File: src/rtl/seg_display_ctrl.sv
// seg_display_ctrl
// Shares the 4-digit 7-segment display between two requesters (A and B).
// Each requester writes {val,dot} beats into a private shadow frame over a
// valid/ready handshake. A beat with last=1 ends the frame, and the whole
// shadow frame is then committed atomically to the registered display outputs.
// Because of this the scan multiplexer never shows a half-written frame.
//
// Ports:
//   clk, rst_n                 clock, asynchronous active-low reset
//   a_valid/a_ready/a_digit/   requester A beat handshake and payload
//   a_val/a_dot/a_last
//   b_*                        same for requester B
//   val0..val3, dot0..dot3     committed display digits and decimal points
//   busy, owner                grant held, and by whom (0=A, 1=B)
//   commit                     one-cycle pulse after a frame is committed
//   abort                      one-cycle pulse when the owner's frame times out
module seg_display_ctrl #(
    parameter int unsigned TIMEOUT = 1000,
    parameter int unsigned TW      = 10
) (
    input  logic       clk,
    input  logic       rst_n,
    input  logic       a_valid,
    output logic       a_ready,
    input  logic [1:0] a_digit,
    input  logic [3:0] a_val,
    input  logic       a_dot,
    input  logic       a_last,
    input  logic       b_valid,
    output logic       b_ready,
    input  logic [1:0] b_digit,
    input  logic [3:0] b_val,
    input  logic       b_dot,
    input  logic       b_last,
    output logic [3:0] val0,
    output logic [3:0] val1,
    output logic [3:0] val2,
    output logic [3:0] val3,
    output logic       dot0,
    output logic       dot1,
    output logic       dot2,
    output logic       dot3,
    output logic       busy,
    output logic       owner,
    output logic       commit,
    output logic       abort
);

    typedef enum logic [1:0] {StIdle, StOwn, StCommit} state_e;

    // The abort fires on the TIMEOUT-th consecutive idle cycle. At that point the counter holds
    // TIMEOUT-1.
    localparam logic [TW-1:0] TimeoutLast = TW'(TIMEOUT - 1);

    state_e        state_q;
    logic [15:0]   shadow_val_q;
    logic [3:0]    shadow_dot_q;
    logic [15:0]   disp_val_q;
    logic [3:0]    disp_dot_q;
    logic          busy_q;
    logic          owner_q;
    logic          commit_q;
    logic          abort_q;
    logic          a_ready_q;
    logic          b_ready_q;
    logic          rr_q;       // 0: A wins a tie, 1: B wins a tie
    logic [TW-1:0] cnt_q;

    logic       grant_b;
    logic       beat_fire;
    logic [1:0] beat_digit;
    logic [3:0] beat_val;
    logic       beat_dot;
    logic       beat_last;

    always_comb begin
        grant_b    = b_valid & (~a_valid | rr_q);
        // Only the owner's lane is looked at; the other side's valid is ignored.
        beat_fire  = (state_q == StOwn) &
                     (owner_q ? (b_valid & b_ready_q) : (a_valid & a_ready_q));
        beat_digit = owner_q ? b_digit : a_digit;
        beat_val   = owner_q ? b_val   : a_val;
        beat_dot   = owner_q ? b_dot   : a_dot;
        beat_last  = owner_q ? b_last  : a_last;
    end

    always_ff @(posedge clk or negedge rst_n) begin
        if (!rst_n) begin
            state_q      <= StIdle;
            shadow_val_q <= '0;
            shadow_dot_q <= '0;
            disp_val_q   <= '0;
            disp_dot_q   <= '0;
            busy_q       <= 1'b0;
            owner_q      <= 1'b0;
            commit_q     <= 1'b0;
            abort_q      <= 1'b0;
            a_ready_q    <= 1'b0;
            b_ready_q    <= 1'b0;
            rr_q         <= 1'b0;
            cnt_q        <= '0;
        end else begin
            commit_q <= 1'b0;
            abort_q  <= 1'b0;
            unique case (state_q)
                StIdle: begin
                    a_ready_q <= 1'b0;
                    b_ready_q <= 1'b0;
                    busy_q    <= 1'b0;
                    if (a_valid | b_valid) begin
                        state_q      <= StOwn;
                        busy_q       <= 1'b1;
                        owner_q      <= grant_b;
                        a_ready_q    <= ~grant_b;
                        b_ready_q    <= grant_b;
                        // Seed from what is on display so unwritten digits keep their value.
                        shadow_val_q <= disp_val_q;
                        shadow_dot_q <= disp_dot_q;
                        cnt_q        <= '0;
                    end
                end
                StOwn: begin
                    if (beat_fire) begin
                        shadow_val_q[{beat_digit, 2'b00} +: 4] <= beat_val;
                        shadow_dot_q[beat_digit]               <= beat_dot;
                        cnt_q                                  <= '0;
                        if (beat_last) begin
                            state_q   <= StCommit;
                            a_ready_q <= 1'b0;
                            b_ready_q <= 1'b0;
                        end
                    end else if (cnt_q == TimeoutLast) begin
                        // Drop the frame; display outputs are left untouched.
                        state_q   <= StIdle;
                        abort_q   <= 1'b1;
                        busy_q    <= 1'b0;
                        a_ready_q <= 1'b0;
                        b_ready_q <= 1'b0;
                        cnt_q     <= '0;
                        rr_q      <= ~owner_q;
                    end else begin
                        cnt_q <= cnt_q + 1'b1;
                    end
                end
                StCommit: begin
                    disp_val_q <= shadow_val_q;
                    disp_dot_q <= shadow_dot_q;
                    commit_q   <= 1'b1;
                    rr_q       <= ~owner_q;
                    busy_q     <= 1'b0;
                    state_q    <= StIdle;
                end
                default: state_q <= StIdle;
            endcase
        end
    end

    assign a_ready = a_ready_q;
    assign b_ready = b_ready_q;
    assign val0    = disp_val_q[3:0];
    assign val1    = disp_val_q[7:4];
    assign val2    = disp_val_q[11:8];
    assign val3    = disp_val_q[15:12];
    assign dot0    = disp_dot_q[0];
    assign dot1    = disp_dot_q[1];
    assign dot2    = disp_dot_q[2];
    assign dot3    = disp_dot_q[3];
    assign busy    = busy_q;
    assign owner   = owner_q;
    assign commit  = commit_q;
    assign abort   = abort_q;

endmodule

File: config.mk
export PLATFORM = sky130hd
export DESIGN_NAME = seg_display_ctrl
export DESIGN_NICKNAME = d
export VERILOG_FILES = /design/src/rtl/seg_display_ctrl.sv
export SDC_FILE = /design/constraint.sdc
export NUM_CORES = 1
export LEC_CHECK = 0
export BUFFER_PORTS_ARGS = -buffer_cell sky130_fd_sc_hd__buf_2
export CELL_PAD_IN_SITES_DETAIL_PLACEMENT = 0
export CELL_PAD_IN_SITES_GLOBAL_PLACEMENT = 1
export CORE_MARGIN = 8
export CORE_UTILIZATION = 45
export CTS_CLUSTER_DIAMETER = 50
export DETAILED_ROUTE_END_ITERATION = 8
export PLACE_DENSITY = 0.93
export SYNTH_ARGS = -nofsm -noshare
export SYNTH_HDL_FRONTEND = slang
export SYNTH_SLANG_ARGS = --single-unit
File: constraint.sdc
create_clock -name clk -period 3.78 [get_ports clk]
set_clock_uncertainty 0.05 [all_clocks]
set_input_delay 0.189 -clock clk [delete_from_list [all_inputs] [get_ports clk]]
set_output_delay 0.189 -clock clk [all_outputs]
set_load 0.005 [all_outputs]
### Word level (Yosys, flattened, before mapping)

Cells that the tools add are included.

* bits in registers: 59
* input bits: 20
* output and inout bits: 26
* logic and storage cells: 90

* $add $sub $neg: 2
* $lt $le $gt $ge: 2
* equal/unequal tests: 9
* shift operators: 2
* multiplexer cells: 41
* bitwise logic cells: 9
* reductions and logical operators: 12

Operators by type and width (count)
* 16-bit 2-to-1 mux: 2
* 16-bit one-hot mux with 2 select lines: 1
* 10-bit 2-to-1 mux: 3
* 10-bit one-hot mux with 2 select lines: 1
* 1-bit 2-to-1 mux: 17
* 16-bit bitwise mux: 1
* 4-bit by 6-bit variable shift with 16-bit output (first input constant): 1
* 4-bit by 6-bit indexed part select with 16-bit output: 1
* 3-bit AND reduction: 5
* 4-bit 2-to-1 mux: 3
* 10-bit by 1-bit adder with 10-bit output (second input constant): 1
* 10-bit equality test (second input constant): 1
* 2-bit 2-to-1 mux: 5
* 4-bit one-hot mux with 2 select lines: 1
* 2-bit != test (second input constant): 3
* 4-bit negation with 6-bit output: 1
* 1-bit one-hot mux with 2 select lines: 3
* 1-bit AND: 4
* 4-bit bitwise mux: 1
* 2-bit one-hot mux with 2 select lines: 1
* 2-bit AND reduction: 2
* 2-bit nonzero test: 2
* 2-bit by 3-bit < comparator with 1-bit output (second input constant): 1
* 3-bit by 2-bit != test with 1-bit output (second input constant): 1
* other kinds (12): 15

### Logic depth before layout (Yosys ltp)

Gate-level depths: netlist of run 1.

* depth in word-level cells: 8
* mapped depth: 10
* gate-level depth less buffers: 7

### Worst setup path before layout of run 1

OpenSTA, ideal clock, no wires.

* path kind: register to register
* start: register owner_q, in the netlist owner
* end: register shadow_val_q[0]
* library setup time: 0.119 ns
* arrival time: 1.968 ns
* required time: 3.611 ns
* setup slack: 1.643 ns
* stages on the path, launching flop included: 8
* buffers on the path: 1
* clock period less this slack: 2.137 ns
* cells stage by stage: dfrtp_1 > buf_2 > mux2i_1 > ha_1 > o21ai_0 > a21oi_2 > o221ai_1 > o21a_1

* cells in the longest elaborated chain, start to end: 6
* elaborated cells between the ends (all ways): 12

RTL lines
* from (decl): line 61 `logic owner_q;`
* from (signal assigned): line 113 `owner_q <= grant_b;`
* 2-bit 2-to-1 mux: line 81 `beat_digit = owner_q ? b_digit : a_digit;`
* 4-bit negation with 6-bit output: line 124 `shadow_val_q[{beat_digit, 2'b00} +: 4] <= beat_val;`
* 4-bit by 6-bit indexed part select with 16-bit output / 4-bit by 6-bit variable shift with 16-bit output (equally long branches): line 124
* 16-bit bitwise mux: line 124
* 16-bit 2-to-1 mux: line 123 `if (beat_fire) begin`
* 16-bit one-hot mux with 2 select lines: line 105 `unique case (state_q)`
* to (signal assigned): line 117 `shadow_val_q <= disp_val_q;`
* to (signal, indexed assignment): line 124
* to (decl): line 56 `logic [15:0] shadow_val_q;`

Parallel ways exist; a longest one is shown, timed or not. The select of a mux whose other input is x is not followed.
A chain may end at the register's enable or synchronous reset.

### Worst setup path in the final report of run 1

* start: register state_q[1]
* end: register shadow_val_q[12]

* cells in the longest elaborated chain, start to end: 4
* elaborated cells between the ends (all ways): 8

RTL lines
* from (decl): line 55 `state_e state_q;`
* from (signal assigned): line 89 `state_q <= StIdle;`
* from (signal assigned): line 111 `state_q <= StOwn;`
* from (signal assigned): line 128 `state_q <= StCommit;`
* 2-bit by 1-bit equality test with 1-bit output: line 79, 105
* 1-bit AND: line 79 `beat_fire = (state_q == StOwn) &`
* 2-bit != test (no source line)
* 3-bit AND reduction (no source line)

Parallel ways exist; a longest one is shown, timed or not.

==> flow_summary.rst, run 1 <==
.. list-table::
   :header-rows: 1

   * - Metric
     - Value
   * - Run status
     - complete, no violations
   * - Via-per-instance ratio
     - 5.586
   * - Vias after detailed routing
     - between 2k and 2.5k
   * - Worst hold path class
     - in2reg
   * - Multiplexer share of the synthesized area
     - ~4.6%
   * - Die footprint
     - 9454 um^2
   * - Core ar.
     - 6350 um^2
   * - Number of buffers added on ports
     - 45
   * - Post-route non-filler standard cell count
     - 423
   * - Clock buffers created by TritonCTS
     - 9
   * - Starting density of the core
     - 46.76%
   * - Die height
     - 97.23 um
   * - First-pass detailed-route iteration total
     - 4
   * - FFs w/ async S/R, synth
     - 100.0%
   * - Part of the Yosys area used for sequential elements
     - 49.73%
   * - Number of setup buffers added after CTS
     - 0
   * - Cell at the root of the clock tree
     - sky130_fd_sc_hd__clkbuf_8
   * - Final cycle utilization of the critical path
     - 75.63%
   * - Synthesized-area fraction occupied by adder cells
     - 4.635%
   * - Worst slack, placed
     - about 1.0 ns
   * - Wire length of the first global-routing pass
     - 11470 um
   * - DRC marker count from the first detailed-route iteration
     - 125
   * - Arrival time at the worst endpoint
     - 3.04 ns
   * - Top-area cell type share of the netlist area
     - about half
   * - TritonCTS clock tree
     - yes
   * - EDFF count, synth
     - 0
   * - Number of nets with antenna violations after routing
     - 0
   * - Placed cell areas
     - around 3200 um^2
   * - Drt drc
     - 0
   * - Summed area of non-filler cells in the final layout
     - about 3500 um^2
   * - Top-level I/O count
     - 46
   * - Total of warnings raised by yosys
     - 0
   * - Post-CTS sizing
     - 0
   * - Proportion of layout cells with a drive suffix above 1
     - 22.25%
   * - Highest clock frequency the design can meet
     - 349.8 MHz
   * - Post-synthesis area per instance
     - ~10 um^2
   * - Sort of element at the start of the critical path
     - flop
   * - Total power consumption of the routed design
     - a little under 0.003 W
   * - Combinational family with the most area after synthesis
     - compound AO/OA/AOI/OAI gates
   * - Fraction of synthesized cell area in xor and xnor cells
     - 0%
   * - H-tree depth
     - 3
   * - Worst Path Max Fanout
     - 10
   * - Setup TNS after final layout
     - 0 ns
   * - Diode insertion count for antenna repair
     - 0
   * - Final period demand of the worst path
     - 2.859 ns
   * - Leakage power
     - 1.619 nW
   * - CP Class
     - reg2reg
   * - Normalized max-slew margin
     - 37.39%
   * - Buffers from clock root to sink, at most
     - 2
   * - Cell type contributing the most total cell area after synthesis
     - sky130_fd_sc_hd__dfrtp_1
   * - Global placement routability congestion
     - roughly 0.85
   * - Fraction of the mapped netlist area in simple logic gates
     - 12.98%
   * - Most frequent cells after synthesis
     - sky130_fd_sc_hd__dfrtp_1, sky130_fd_sc_hd__o21ai_0, sky130_fd_sc_hd__nand2_1
   * - Sum of routed wire length over all layers
     - 6814 um
   * - Tightest Pin Transition
     - between 0.9 and 1 ns
   * - Most frequent cell after synthesis
     - sky130_fd_sc_hd__dfrtp_1
   * - Largest cells by area after synthesis
     - sky130_fd_sc_hd__dfrtp_1, sky130_fd_sc_hd__o21ai_0, sky130_fd_sc_hd__o221ai_1
   * - Area Growth Syn to Fin
     - 16.56%
   * - CP endpoint kind
     - flop
   * - Hpwl dp
     - 4796 um
   * - Count of distinct cell types in the synthesized netlist
     - 39
   * - Die X-Extent
     - roughly 97 um
   * - Cell Rows
     - 29
   * - Maximum number of pins on one net before global-route repair
     - 40
   * - RSZ-0062 raised after global routing
     - no
   * - Post-synthesis net count
     - 325
   * - Clock latency on the worst-skew pair
     - 0.34 ns
   * - Peak ir drop on the vdd network
     - between 0.4 and 0.5 mV
   * - Final-report max-slew violation count
     - 0
   * - GR Overflow Total
     - 0
   * - Clock transition at the registers of the reported paths
     - roughly 0.070 ns
   * - Post-synthesis cell area
     - 2969 um^2
   * - Number of sinks handled by clock tree synthesis
     - 59
   * - Aggregate global-route resource usage
     - roughly 15%
   * - Number of storage elements in the synthesis netlist
     - around 60
   * - Vias in the first global route
     - 2349
   * - Post-Place Cells
     - 406
   * - Final-report setup violation count
     - 0
   * - Layout net count
     - 372
   * - Number of violations of the max-capacitance limit
     - 0
   * - Number of antenna violations at the first check in global routing
     - 0
   * - Post-synth top flop
     - sky130_fd_sc_hd__dfrtp_1
   * - Routed length per placed instance
     - 16.11 um
   * - Synthesized-area fraction occupied by ao, oa, aoi and oai cells
     - between 20 and 25%
   * - Final worst-path setup slack
     - just over 0.9 ns
   * - Data required time at the worst endpoint
     - 3.96 ns
   * - Power density of the placed cells
     - 859.6 nW/um^2
   * - Cell count after synthesis
     - 294
   * - Final-report hold violation count
     - 0
## cell families after synthesis
family | count (synthesis)
AO/OA/AOI/OAI | 103
adder cells (fa/ha/maj) | 11
multiplexers | 13
flip-flops | 59
AND/OR/NAND/NOR | 72
buffers and inverters | 36
## critical path: stages (launching register included)
cell and delay, ns:
sky130_fd_sc_hd__dfrtp_1 0.40, sky130_fd_sc_hd__inv_1 0.09, sky130_fd_sc_hd__ha_1 0.29, sky130_fd_sc_hd__or3b_2 0.33, sky130_fd_sc_hd__o21ai_0 0.37, sky130_fd_sc_hd__buf_4 0.29
sky130_fd_sc_hd__a21oi_1 0.47, sky130_fd_sc_hd__o221ai_1 0.29, sky130_fd_sc_hd__o21a_1 0.16
## worst paths after layout
path                                  from          endpoint  slack (ns)  depth (start not counted)
setup / recovery                state_q[1]  shadow_val_q[12]        0.92                          8
hold / removal                     a_valid             owner        0.05                          2
setup reg to reg                state_q[1]  shadow_val_q[12]        0.92                          8
hold reg to reg            shadow_val_q[8]     disp_val_q[8]        0.43                          2
max in group asynchronous            rst_n   shadow_dot_q[1]        2.42                          3
min in group asynchronous            rst_n   shadow_val_q[1]        0.42                          2
## per-layer routing
layer	share of wire [%]	global-route usage [%]	vias up
li1	-	-	1164
met1	45	17.93	1128
met2	48	23.33	58
met3	4.7	3.129	13
met4	2.2	7.809	0
met5	0	0	-
## layout by cell type, fill, tap and decap left out, drive strengths merged, types with 2 or more instances in the layout
master   Yosys  final
ha          11     11
or3          2      2
o21ai       33     33
o31ai        2      2
nor2         9      9
buf          6     50
or3b         2      2
a21oi       17     17
and3         4      4
mux2i        8      8
nor3         4      4
and3b        2      2
o2bb2ai      2      2
nand4b       2      2
mux2         5      5
inv         21     21
clkbuf       9     10
a311oi       2      2
o221ai      16     16
nor2b        8      8
nand4        2      2
a31oi        8      8
dfrtp       59     59
nand2       24     24
clkinv       0      4
nand3       10     10
a21o         4      4
o21a        16     16
## report_power, final
part | total [W] | switching (W) | internal (W)
Combinational | 0.00132 | 0.000745 | 0.000574
Sequential | 0.00107 | 0.000172 | 0.000901
Clock | 0.000583 | 0.000261 | 0.000322
Total | 0.00297 | 0.00118 | 0.00180
## registers in the layout, summed over array words and instances, names as in the netlist
signal        count
shadow_dot_q      4
cnt_q            10
abort             1
rr_q              1
shadow_val_q     16
commit            1
state_q           2
disp_val_q       16
busy              1
a_ready           1
disp_dot_q        4
owner             1
b_ready           1
## per-stage QoR
stage | utilization (%) | hold slack [ns]
6_report | 54.50 | 0.04984
5_1_grt | 54.50 | 0.06277
4_1_cts | 54.50 | 0.03656
3_5_place_dp | 51.15 | 0.2721
3_3_place_gp | 51.15 | 0.2664
2_1_floorplan | - | -0.1566
## area by class of cell
class                           count  area [um^2]
Sequential cell                    59         1476
Inverter                           21        78.83
Multi-Input combinational cell    199         1334
Timing Repair Buffer               51        272.8
Clock inverter                      6        65.06
Tap cell                           77        96.34
Clock buffer                       10        137.6
Fill cell                         537         2889
## repair_timing
| action | CTS | global route |
|---|---|---|
| hold endpoints to repair | 33 | 0 |
| endpoints found under the setup margin | 0 | 0 |
| hold buffers | 1 | 0 |
Note: power is estimated with default switching activity, not from simulation.
==> run 2, diff against run 1 <==
CORE_UTILIZATION = 39   (was 45)
PLACE_DENSITY = 0.87   (was 0.93)
clock period = 2.4 ns   (was 3.78 ns; I/O delays follow)
==> run 2 against run 1 <==
Sequential cell count unchanged. Worst hold slack worse by 0.016 ns. Power up 66%. Design area up 4.3%. First-iteration DRC count up 30%. Final cell count up 7.8%. Critical path depth down 1. Clock power up 82%.
==> flow_summary.rst, run 2 (synthesis results as in run 1) <==
.. list-table::
   :header-rows: 1

   * - Metric
     - Value
   * - CP Class
     - reg2reg
   * - WP buf/inv
     - 2 (unchanged)
   * - Die footprint
     - 10660 um^2 (+13%)
   * - Core ar.
     - 7567 um^2 (+19%)
   * - Psw
     - 0.001874 W (+59%)
   * - Aggregate global-route resource usage
     - 13.82% (-0.76 points)
   * - Vias in the first global route
     - 2424 (+3.2%)
   * - RSZ-0062 raised after global routing
     - no
   * - Starting density of the core
     - 39.24% (-7.5 points)
   * - Run status
     - complete, no violations
   * - Drt drc
     - 0 (unchanged)
   * - Maximum number of pins on one net before global-route repair
     - 60 (+50%)
   * - Final cycle utilization of the critical path
     - 90.93% (+15 points)
   * - DR WL met2
     - 3204 um (-2.6%)
   * - CP cell instances
     - inv_1 > ha_1 > or3b_2 > o21ai_1 > buf_4 > nor4_1 > a21o_1
   * - Die height
     - 103.3 um (+6.2%)
   * - Share of power burned in combinational logic
     - 44.8% (+0.4 points)
   * - Data required time at the worst endpoint
     - 2.59 ns (-1.37 ns)
   * - Area Growth Syn to Fin
     - 21.53%
   * - Global placement routability congestion
     - 0.8159 (-4.4%)
   * - Length of routed met3 wiring
     - 450 um (+40%)
   * - Leakage power
     - 1.672 nW (+3.3%)
   * - Clock latency on the worst-skew pair
     - 0.35 ns (about the same)
   * - Cell at the root of the clock tree
     - sky130_fd_sc_hd__clkbuf_8
   * - Worst path max stage delay
     - 0.47 ns (about the same)
   * - Highest clock frequency the design can meet
     - 458.2 MHz (+31%)
   * - Tightest Pin Transition
     - 0.7436 ns (-0.1857 ns)
   * - GR Overflow Total
     - 0 (unchanged)
   * - Sum of routed wire length over all layers
     - 6910 um (+1.4%)
   * - Arrival time at the worst endpoint
     - 2.37 ns (-0.67 ns)
   * - Relative contribution of sequential cells to total power
     - 33.7% (-2.4 points)
   * - H-tree depth
     - 3 (unchanged)
   * - Buffers from clock root to sink, at most
     - 2 (unchanged)
   * - Number of violations of the max-capacitance limit
     - 0 (unchanged)
   * - Wire length of the first global-routing pass
     - 11420 um (-0.42%)
   * - Vias after detailed routing
     - 2446 (+3.5%)
   * - Top layer reached by signal wires
     - met4
   * - DRC marker count from the first detailed-route iteration
     - 163 (+30%)
   * - Peak ir drop on the vdd network
     - 0.3625 mV (-11%)
   * - Hpwl dp
     - 4910 um (+2.4%)
   * - Post-layout utilization of the core
     - 47.69% (-6.8 points)
   * - Final-report setup violation count
     - 0 (unchanged)
   * - Top-level I/O count
     - 46 (unchanged)
   * - Number of setup buffers added after CTS
     - 0 (unchanged)
   * - Sort of element at the start of the critical path
     - flop
   * - Worst hold path class
     - in2reg
   * - Routed length per placed instance
     - 15.15 um (-5.9%)
   * - Final-report hold violation count
     - 0 (unchanged)
   * - Fraction of power consumed by the clock network
     - 21.5% (+1.9 points)
   * - Number of nets with antenna violations after routing
     - 0 (unchanged)
   * - Top Registers
     - disp_val_q: 16 flops, shadow_val_q: 16 flops, cnt_q: 10 flops
   * - Worst Path Max Fanout
     - 7 (-3)
   * - Routed met1 length
     - 3071 um (+0.52%)
   * - Final period demand of the worst path
     - 2.182 ns (-0.6766 ns)
   * - Diode insertion count for antenna repair
     - 0 (unchanged)
   * - Most common cell after layout, fill and taps aside
     - sky130_fd_sc_hd__dfrtp_1
   * - Clock transition at the registers of the reported paths
     - 0.07 ns (about the same)
   * - Clock buffers created by TritonCTS
     - 9 (unchanged)
   * - Cell Rows
     - 32 (+10%)
   * - Cell type group with the largest total delay on the critical path
     - simple AND/OR/NAND/NOR gates
   * - Die X-Extent
     - 103.3 um (+6.2%)
   * - Commonest cells after routing, fill and taps aside
     - sky130_fd_sc_hd__dfrtp_1, sky130_fd_sc_hd__buf_2, sky130_fd_sc_hd__o21ai_0
   * - Number of sinks handled by clock tree synthesis
     - 59 (unchanged)
   * - Setup TNS after final layout
     - 0 ns (unchanged)
   * - TritonCTS clock tree
     - yes
   * - Switching Fraction
     - 37.98% (-1.6 points)
   * - Proportion of layout cells with a drive suffix above 1
     - 24.29% (+2.0 points)
   * - Cell internal pwr
     - 0.003060 W (+70%)
   * - Filler Cell Count
     - 704 (+31%)
   * - Layout net count
     - 380 (+2.2%)
   * - Slowest cell on the critical path
     - sky130_fd_sc_hd__or3b_2
   * - Total power consumption of the routed design
     - 0.004935 W (+66%)
   * - First-pass detailed-route iteration total
     - 6 (+2)
   * - Final-report max-slew violation count
     - 0 (unchanged)
   * - CP endpoint kind
     - flop
   * - Number of buffers added on ports
     - 45 (unchanged)
   * - Number of antenna violations at the first check in global routing
     - 0 (unchanged)
   * - Normalized max-slew margin
     - 50.43% (+13 points)
   * - Via-per-instance ratio
     - 5.364 (-4.0%)
   * - Power density of the placed cells
     - 1368 nW/um^2 (+59%)
==> run 2: final cells by class <==
class	instances	area [um^2]	share of cell area [%]
well taps	102	127.6	3.537
multi-input cells	199	1341	37.17
inverters	21	78.83	2.184
clock buffers	11	151.4	4.196
repair buffers	59	347.8	9.639
flip-flops and latches	59	1476	40.92
clock inverters	5	85.08	2.358
==> run 2: path summary, 6_finish.rpt <==
| kind | start | endpoint | slack (ns) | cells past startpoint |
|---|---|---|---|---|
| worst min register to register | shadow_val_q[4] | disp_val_q[4] | 0.43 | 2 |
| min in group asynchronous | rst_n | cnt_q[0] | 0.41 | 3 |
| max in group asynchronous | rst_n | disp_val_q[4] | 1.41 | 3 |
| worst max register to register | state_q[1] | cnt_q[2] | 0.22 | 7 |
| worst max-delay path | state_q[1] | cnt_q[2] | 0.22 | 7 |
| worst min-delay path | b_valid | b_ready | 0.03 | 3 |
==> run 2: power groups by stage <==
| stage | Clock [W] | Sequential [W] | Combinational (W) |
|---|---|---|---|
| 2_1_floorplan | 0 | 0.00165 | 0.00155 |
| 3_3_place_gp | 0 | 0.00167 | 0.00216 |
| 3_5_place_dp | 0 | 0.00168 | 0.00221 |
| 4_1_cts | 0.00108 | 0.00167 | 0.00223 |
| 5_1_grt | 0.00111 | 0.00172 | 0.00250 |
| 6_report | 0.00106 | 0.00166 | 0.00221 |
==> run 2: per-stage QoR <==
step	cells	setup slack, ns	instance area, um^2	hold WS (ns)
after floorplan	294	0.2627	2969	-0.2256
after global placement	438	0.1420	3344	0.2692
after detailed placement	438	0.08958	3344	0.2751
after CTS	456	0.07294	3601	0.02182
after global routing	456	0.08336	3608	0.08546
final	456	0.2177	3608	0.03372
==> run 2: repair_timing <==
action / CTS / global route
hold endpoints to repair: 60 / 0
hold buffers: 2 / 0
gates resized for setup: 0 / 3
setup endpoints to repair: 0 / 6
==> run 2: worst reg2reg max path, cell delays in order (launching register included) <==
cell	delay, ns
sky130_fd_sc_hd__dfrtp_1	0.42
sky130_fd_sc_hd__inv_1	0.12
sky130_fd_sc_hd__ha_1	0.19
sky130_fd_sc_hd__or3b_2	0.47
sky130_fd_sc_hd__o21ai_1	0.36
sky130_fd_sc_hd__buf_4	0.27
sky130_fd_sc_hd__nor4_1	0.05
sky130_fd_sc_hd__a21o_1	0.15
==> run 2: per-layer routing <==
metal  global-route usage (%)  vias to the layer above
li1                         -                     1177
met1                    17.62                     1190
met2                    20.89                       67
met3                    2.878                       12
met4                    8.899                        0
met5                        0                        -
